==> src/rtl/adc_capture_pkg.sv <==
// Shared types and constants for the ADC capture buffer (writer and read controller).
//   cap_state_t  : writer FSM state. IDLE is all-zero and each active state owns one bit.
//   NUM_FIFO_DEF : default number of sample FIFOs.
//   ADDR_W       : width of a FIFO index.
package adc_capture_pkg;

  localparam int unsigned NUM_FIFO_DEF = 6;
  localparam int unsigned ADDR_W       = 3;

  typedef enum logic [2:0] {
    IDLE    = 3'b000,
    ARMED   = 3'b001,
    CAPTURE = 3'b010,
    DONE    = 3'b100
  } cap_state_t;

endpackage

==> src/rtl/adc_capture_writer_trig_edge_detect.sv <==
// Trigger conditioner: 2-flop synchroniser followed by a registered rising-edge pulse.
// The pulse is high for one cycle, 3 clocks after the input level rises.
//   i_clk   : clock
//   i_rst   : synchronous active-high reset
//   i_d     : asynchronous trigger level
//   o_pulse : one-cycle rising-edge pulse
module trig_edge_detect (
  input  logic i_clk,
  input  logic i_rst,
  input  logic i_d,
  output logic o_pulse
);

  logic r_sync1;
  logic r_sync2;
  logic r_sync3;
  logic r_pulse;

  // r_sync1/r_sync2 resolve metastability; r_sync3 is the previous level for edge detection
  always_ff @(posedge i_clk) begin
    if (i_rst) begin
      r_sync1 <= 1'b0;
      r_sync2 <= 1'b0;
      r_sync3 <= 1'b0;
      r_pulse <= 1'b0;
    end else begin
      r_sync1 <= i_d;
      r_sync2 <= r_sync1;
      r_sync3 <= r_sync2;
      r_pulse <= r_sync2 & ~r_sync3;
    end
  end

  assign o_pulse = r_pulse;

endmodule

==> src/rtl/adc_capture_writer.sv <==
// ADC capture writer: arms on a software pulse, waits for a trigger edge, then writes
// CAPTURE_LEN samples round-robin into NUM_FIFO FIFOs. o_capture_done holds until all
// FIFOs are empty. All outputs are registered.
// Optional build macro ADC_CAPTURE_TEST_PATTERN_EN: wr_data carries a ramp starting at 0
// for each capture instead of the ADC sample.
//   i_clk, i_rst     : clock, synchronous active-high reset
//   i_arm            : single-cycle arm request
//   i_trig           : asynchronous trigger level
//   i_adc_data/valid : ADC sample stream
//   i_fifo_full      : per-FIFO full flags
//   i_fifo_empty     : per-FIFO empty flags
//   o_wr_en          : one-hot FIFO write strobe
//   o_wr_data        : sample written
//   o_capture_done   : capture complete, FIFOs hold data
//   o_busy           : high in ARMED, CAPTURE and DONE
//   o_overflow       : sticky, a sample was dropped on a full FIFO
module adc_capture_writer
  import adc_capture_pkg::*;
#(
  parameter int unsigned NUM_FIFO    = NUM_FIFO_DEF,
  parameter int unsigned DATA_W      = 16,
  parameter int unsigned CAPTURE_LEN = 6144
) (
  input  logic                i_clk,
  input  logic                i_rst,
  input  logic                i_arm,
  input  logic                i_trig,
  input  logic [DATA_W-1:0]   i_adc_data,
  input  logic                i_adc_valid,
  input  logic [NUM_FIFO-1:0] i_fifo_full,
  input  logic [NUM_FIFO-1:0] i_fifo_empty,
  output logic [NUM_FIFO-1:0] o_wr_en,
  output logic [DATA_W-1:0]   o_wr_data,
  output logic                o_capture_done,
  output logic                o_busy,
  output logic                o_overflow
);

  localparam int unsigned PTR_W = (NUM_FIFO > 1) ? $clog2(NUM_FIFO) : 1;
  localparam int unsigned CNT_W = 16;

  cap_state_t          r_state;
  logic [NUM_FIFO-1:0] r_wr_en;
  logic [DATA_W-1:0]   r_wr_data;
  logic [PTR_W-1:0]    r_ptr;
  logic [CNT_W-1:0]    r_cnt;
  logic                r_overflow;
  logic                r_busy;
  logic                r_done;

  cap_state_t          w_state_nxt;
  logic [NUM_FIFO-1:0] w_wr_en_nxt;
  logic [DATA_W-1:0]   w_wr_data_nxt;
  logic [PTR_W-1:0]    w_ptr_nxt;
  logic [CNT_W-1:0]    w_cnt_nxt;
  logic [CNT_W-1:0]    w_cnt_inc;
  logic                w_overflow_nxt;
  logic                w_all_empty;
  logic                w_trig_re;

`ifdef ADC_CAPTURE_TEST_PATTERN_EN
  logic [DATA_W-1:0]   r_ramp;
  logic [DATA_W-1:0]   w_ramp_nxt;
`endif

  trig_edge_detect u_trig (
    .i_clk   (i_clk),
    .i_rst   (i_rst),
    .i_d     (i_trig),
    .o_pulse (w_trig_re)
  );

  assign w_all_empty = &i_fifo_empty;
  assign w_cnt_inc   = r_cnt + CNT_W'(1);

  // State and output registers
  always_ff @(posedge i_clk) begin
    if (i_rst) begin
      r_state    <= IDLE;
      r_wr_en    <= '0;
      r_wr_data  <= '0;
      r_ptr      <= '0;
      r_cnt      <= '0;
      r_overflow <= 1'b0;
      r_busy     <= 1'b0;
      r_done     <= 1'b0;
`ifdef ADC_CAPTURE_TEST_PATTERN_EN
      r_ramp     <= '0;
`endif
    end else begin
      r_state    <= w_state_nxt;
      r_wr_en    <= w_wr_en_nxt;
      r_wr_data  <= w_wr_data_nxt;
      r_ptr      <= w_ptr_nxt;
      r_cnt      <= w_cnt_nxt;
      r_overflow <= w_overflow_nxt;
      r_busy     <= (w_state_nxt != IDLE);
      r_done     <= (w_state_nxt == DONE);
`ifdef ADC_CAPTURE_TEST_PATTERN_EN
      r_ramp     <= w_ramp_nxt;
`endif
    end
  end

  // Next state, write strobe and bookkeeping
  always_comb begin
    w_state_nxt    = r_state;
    w_wr_en_nxt    = '0;
    w_wr_data_nxt  = r_wr_data;
    w_ptr_nxt      = r_ptr;
    w_cnt_nxt      = r_cnt;
    w_overflow_nxt = r_overflow;
`ifdef ADC_CAPTURE_TEST_PATTERN_EN
    w_ramp_nxt     = r_ramp;
`endif
    case (r_state)
      IDLE: begin
        // Arm only when the previous capture has been fully drained
        if (i_arm && w_all_empty) begin
          w_state_nxt    = ARMED;
          w_overflow_nxt = 1'b0;
        end
      end
      ARMED: begin
        // The sample coincident with the trigger edge is not captured
        if (w_trig_re) begin
          w_state_nxt = CAPTURE;
          w_ptr_nxt   = '0;
          w_cnt_nxt   = '0;
`ifdef ADC_CAPTURE_TEST_PATTERN_EN
          w_ramp_nxt  = '0;
`endif
        end
      end
      CAPTURE: begin
        if (i_adc_valid) begin
          if (!i_fifo_full[r_ptr]) begin
            w_wr_en_nxt = NUM_FIFO'(1) << r_ptr;
`ifdef ADC_CAPTURE_TEST_PATTERN_EN
            w_wr_data_nxt = r_ramp;
            w_ramp_nxt    = r_ramp + DATA_W'(1);
`else
            w_wr_data_nxt = i_adc_data;
`endif
            w_ptr_nxt = (r_ptr == PTR_W'(NUM_FIFO - 1)) ? '0 : r_ptr + PTR_W'(1);
            w_cnt_nxt = w_cnt_inc;
            if (w_cnt_inc == CNT_W'(CAPTURE_LEN)) begin
              w_state_nxt = DONE;
            end
          end else begin
            // Drop; pointer and counter hold so the next sample retries this FIFO
            w_overflow_nxt = 1'b1;
          end
        end
      end
      DONE: begin
        if (w_all_empty) begin
          w_state_nxt = IDLE;
        end
      end
      default: begin
        w_state_nxt = IDLE;
      end
    endcase
  end

  assign o_wr_en        = r_wr_en;
  assign o_wr_data      = r_wr_data;
  assign o_capture_done = r_done;
  assign o_busy         = r_busy;
  assign o_overflow     = r_overflow;

endmodule

==> config.mk <==
export PLATFORM = sky130hd
export DESIGN_NAME = adc_capture_writer
export DESIGN_NICKNAME = d
export VERILOG_FILES = /design/src/rtl/adc_capture_pkg.sv /design/src/rtl/adc_capture_writer_trig_edge_detect.sv /design/src/rtl/adc_capture_writer.sv
export SDC_FILE = /design/constraint.sdc
export NUM_CORES = 1
export LEC_CHECK = 0
export BUFFER_PORTS_ARGS = -buffer_cell sky130_fd_sc_hd__clkbuf_2
export CAP_MARGIN = 20
export CORE_ASPECT_RATIO = 0.6
export CORE_MARGIN = 5
export CORE_UTILIZATION = 50
export CTS_BUF_LIST = sky130_fd_sc_hd__clkbuf_8
export DETAILED_ROUTE_END_ITERATION = 7
export HOLD_SLACK_MARGIN = 0.1
export PLACE_DENSITY_LB_ADDON = 0.12
export SLEW_MARGIN = 10
export SYNTH_ARGS = -nofsm -noshare
export SYNTH_HDL_FRONTEND = slang
export SYNTH_HIERARCHICAL = 1
export SYNTH_SLANG_ARGS = --single-unit
==> constraint.sdc <==
create_clock -name i_clk -period 3.7 [get_ports i_clk]
set_input_delay 0.37 -clock i_clk [delete_from_list [all_inputs] [get_ports i_clk]]
set_output_delay 0.37 -clock i_clk [all_outputs]
set_load 0.1 [all_outputs]
## After elaboration in Yosys (flattened, before gate mapping)

Index checks and enable logic that the tools add are counted.

| operators by class | value |
|---|---|
| add/subtract/negate cells | 2 |
| order comparisons | 1 |
| eq/ne operators | 11 |
| shift operators | 1 |
| muxes and demuxes | 22 |
| bitwise operators | 5 |
| reductions and logical operators | 10 |

Operator list:

| operator | number |
|---|---|
| $mux 16 | 3 |
| $pmux 16 s2 | 1 |
| $mux 3 | 10 |
| $add 16x1->16 const B | 1 |
| $eq 16x13->1 const B | 1 |
| $pmux 3 s4 | 1 |
| $eq 3x3->1 const B | 3 |
| $ne 2x2->1 const B | 4 |
| $reduce_and 4->1 | 2 |
| $pmux 3 s2 | 1 |
| $reduce_and 6->1 | 1 |
| $shl 1x3->6 const A | 1 |
| $lt 3x4->1 const B | 1 |
| $mux 1 | 4 |
| $not 1->1 | 4 |
| $reduce_bool 2->1 | 2 |
| $reduce_or 4->1 | 1 |
| $add 3x1->3 const B | 1 |
| $bmux 1 s3 | 1 |
| $eq 3x1->1 const B | 1 |
| $eq 3x2->1 const B | 1 |
| $logic_not 3->1 | 1 |
| $reduce_and 3->1 | 1 |
| $reduce_bool 3->1 | 1 |
| 4 further kinds | 4 |

| word-level totals | value |
|---|---|
| register bits | 51 |

## Logic depth before layout (Yosys ltp)

| depth | value |
|---|---|
| depth after elaboration | 7 |
| gate-level depth with buffers | 9 |

## Modules after synthesis

The synthesis kept the hierarchy.

Modules (own cells, without submodules):

| module | instances | cells an instance | area an instance (sq um) |
|---|---|---|---|
| adc_capture_writer | 1 | 302 | 2412.3 |
| trig_edge_detect | 1 | 8 | 111.4 |

## Least setup slack after synthesis

OpenSTA, ideal clock, no wires.

| timing | value |
|---|---|
| kind | reg-to-reg |
| from | register r_cnt[1] |
| to | register r_state[1] |
| setup time | 0.120 ns |
| data arrival time | 2.196 ns |
| required time | 3.580 ns |
| slack | 1.384 ns |
| stages on the path, launching flop included | 8 |
| cell sequence | dfxtp_1 > ha_1 > clkbuf_2 > nand4_1 > nor3_1 > mux2_2 > or4_4 > o31a_1 |

| between the ends | value |
|---|---|
| word-level cells in the longest chain between the ends | 6 |

RTL lines:

| what | RTL line | source |
|---|---|---|
| start, declared | adc_capture_writer.sv:46 | `logic [CNT_W-1:0] r_cnt;` |
| start signal, assigned | adc_capture_writer.sv:95 | `r_cnt <= w_cnt_nxt;` |
| $add 16x1->16 | adc_capture_writer.sv:74 | `assign w_cnt_inc = r_cnt + CNT_W'(1);` |
| $eq 16x13->1 | adc_capture_writer.sv:147 | `if (w_cnt_inc == CNT_W'(CAPTURE_LEN)) begin` |
| $mux 3 | adc_capture_writer.sv:147 |  |
| $mux 3 | adc_capture_writer.sv:137 | `if (!i_fifo_full[r_ptr]) begin` |
| $mux 3 | adc_capture_writer.sv:136 | `if (i_adc_valid) begin` |
| $pmux 3 s4 | adc_capture_writer.sv:116 | `case (r_state)` |
| end signal, assigned | adc_capture_writer.sv:91 | `r_state <= w_state_nxt;` |
| end, declared | adc_capture_writer.sv:42 | `cap_state_t r_state;` |

Every way passes these cells.
A chain may end at the register's enable or synchronous reset.

## Final worst setup path

| timing | value |
|---|---|
| from | register r_cnt[0] |
| to | register r_state[1] |

Same word-level chain as after synthesis.

==> flow_summary.toml <==
[routing]
drt-vias-per-instance = 5.77
route.detailed.drc = 0
dr.first_iter.drc_count = 216
postRouteAntennaNets = 0
firstDrtPassIters = 6
drt_wl_total_um = 6230
vias = 2399
wire_per_inst_um = 15.0

[synthesis]
synth_top_family_by_area = "simple AND/OR/NAND/NOR gates"
synth_edf_count = 0
ys_warn_count = 6
synth_xor_area_frac = 0.0174
yosysTopAreaCell = "dfxtp_1"
yosys_most_used_dff = "dfxtp_1"
synth_compound_area_frac = 0.212
syn_area_mm2 = 0.00252
ys_seq_area_frac = 0.405
synth-simple-area-share = 0.250
synth_fa_ha_area_frac = 0.0139
synth_area_leaders = "dfxtp_1, nand2_1, a21oi_1"
synth.avg_cell_area_um2 = 8.14
yosysUniqueCellTypes = 58
syn-num-nets = 345
synth.area.mux_share = 0.0243
ys_ff_latch = 51
synthArstFlopShare = 0
netlist.area_leader.share = 0.405
syn_inst = 310

[timing]
fin_worst_skew_ns = 0.00450
post-route-period-util = 0.738
whs_ns = 0.276
rsz0062_at_grt = "false"
setup-tns-final_ns = 0
max_slew_margin = 0.331
setup_violations = 0
clock.fmax_mhz = 366
worst_pin_slew_ns = 1.00
setup_slack_ns = 0.970
fin_crit_ns = 2.73
finalHoldViolCount = 0
drv_slew = 0

[final_layout]
final_cell_mix = "clkbuf_2, nand2_1, dfxtp_1"
num_antenna_cells = 0
syn_to_final_growth_pct = 13.8
nNetsFinal = 385
final_cells = 416
layout-drive-gt1-share = 0.223
final_core_util = 0.577
layout_commonest_cell = "clkbuf_2"

[die]
die_y_um = 65.0
dieArea_mm2 = 0.00661
fp.dieW_um = 102
start_util = 0.507
core_mm2 = 0.00498
rows = 20
ioPinCount = 58

[critical_path]
r2r-end = "r_state[1]"
path_max_fanout = 11
endpoint_kind = "register"
worstSetupStartpointType = "register"
arrival_ns = 2.93
cp-startpoint = "r_cnt[0]"
r2r_cells = 6
r2r_slack_ns = 0.97
critical_path.endpoint = "r_state[1]"
critPathKind = "register to register"
worst_ep_required_time_ns = 3.90
r2r-start = "r_cnt[0]"

[hold_path]
hold_path_class = "input pin to register"

[placement]
place_congestion = 0.923
place_hpwl_um = 4360
io_buffers = 57
dp_cells = 409
place_ws_ns = 1.06

[global_routing]
grt_first_pass_wirelength_um = 10600
grt_start_max_net_pins = 49
antenna_found_initial = 0
grt_pass1_vias = 2205
grtUsageTotal = 0.199
gr-total-overflow = 0

[clocking]
clk_latency_ns = 0.31
clock_path_buffers = 2
post_cts_buffers = 0
cts_resized = 0
root_buffer = "clkbuf_8"
hold_buffers = 0
cts_max_level = 2
cts_buffers = 5
cts_sinks = 51
path_clk_slew_ns = 0.09
cts_tree = "done"

[pwr]
power_leakage_nw = 1.03
power-per-cell-area_mw_per_mm2 = 337
ir_drop_mv = 0.217

[outcome]
outcome = "finished, final reports clean"

[run]
maxCapViolCount = 0
-- worst min path at each step --
stage	to	cells past startpoint	slack, ns	from
after floorplan	u_trig/o_pulse	1	0.39	u_trig/r_sync3
after global placement	u_trig/o_pulse	1	0.40	u_trig/r_sync3
after detailed placement	u_trig/o_pulse	1	0.40	u_trig/r_sync3
after CTS	o_wr_data[11]	3	0.27	i_adc_data[11]
after global routing	u_trig/r_sync1	2	0.27	i_trig
final	o_wr_data[9]	3	0.28	i_adc_data[9]
-- where the power goes --
| part | total [mW] | internal, mW | switching (mW) |
|---|---|---|---|
| registers | 0.551 | 0.550 | 0.000712 |
| logic | 0.0346 | 0.0164 | 0.0182 |
| clock network | 0.383 | 0.198 | 0.185 |
| total | 0.969 | 0.764 | 0.204 |
-- registers in the layout (all words and copies together) (netlist names) --
name / flops
u_trig/o_pulse: 1
o_wr_data: 16
r_state: 3
o_overflow: 1
u_trig/r_sync1: 1
u_trig/r_sync3: 1
o_busy: 1
o_capture_done: 1
o_wr_en: 6
r_ptr: 3
r_cnt: 16
u_trig/r_sync2: 1
-- Yosys cell counts, types with 6 or more instances --
master,count
inv_1,13
nand3_1,7
o21ai_0,12
buf_2,9
a311oi_1,8
nor2_1,11
clkbuf_1,10
nor3_1,9
dfxtp_1,51
nand2_1,52
a31oi_1,6
nand4_1,10
a21oi_1,31
-- area by class of cell --
type                       instances  area [um^2]
tap                               66         82.6
sequential                        51         1020
multi-input combinational        219         1310
fill                             472         2110
clock buffer                       5         68.8
clock inverter                     2         37.5
inverter                          13         48.8
timing repair buffer              60          308
-- worst max-delay path: stages, from the launching register on --
cell and delay, ns:
dfxtp_1 0.53, ha_1 0.36, nand4_1 0.15, nor3_1 0.43, mux2_2 0.41, or4_4 0.44
o31a_1 0.30
-- logic make-up after synthesis --
logic type               Yosys count
multiplexers                       6
AO/OA/AOI/OAI                     82
adder cells (fa/ha/maj)            3
flip-flops                        51
buffers and inverters             40
XOR/XNOR                           5
AND/OR/NAND/NOR                  123
-- metrics by stage --
| stage | power (mW) | cell area [um^2] |
|---|---|---|
| 2_1_floorplan | 0.580 | 2520 |
| 3_3_place_gp | 0.598 | 2770 |
| 3_5_place_dp | 0.598 | 2770 |
| 4_1_cts | 0.973 | 2870 |
| 5_1_grt | 0.997 | 2870 |
| 6_report | 0.969 | 2870 |
-- routing by layer --
layer,part of all wire,global-route usage,vias to the layer above
met2,0.41,0.279,102
met5,0,0,-
met4,0.0055,0.0431,0
met1,0.52,0.311,1093
met3,0.070,0.0355,7
li1,-,-,1197
Note: power is estimated with default switching activity, not from simulation.
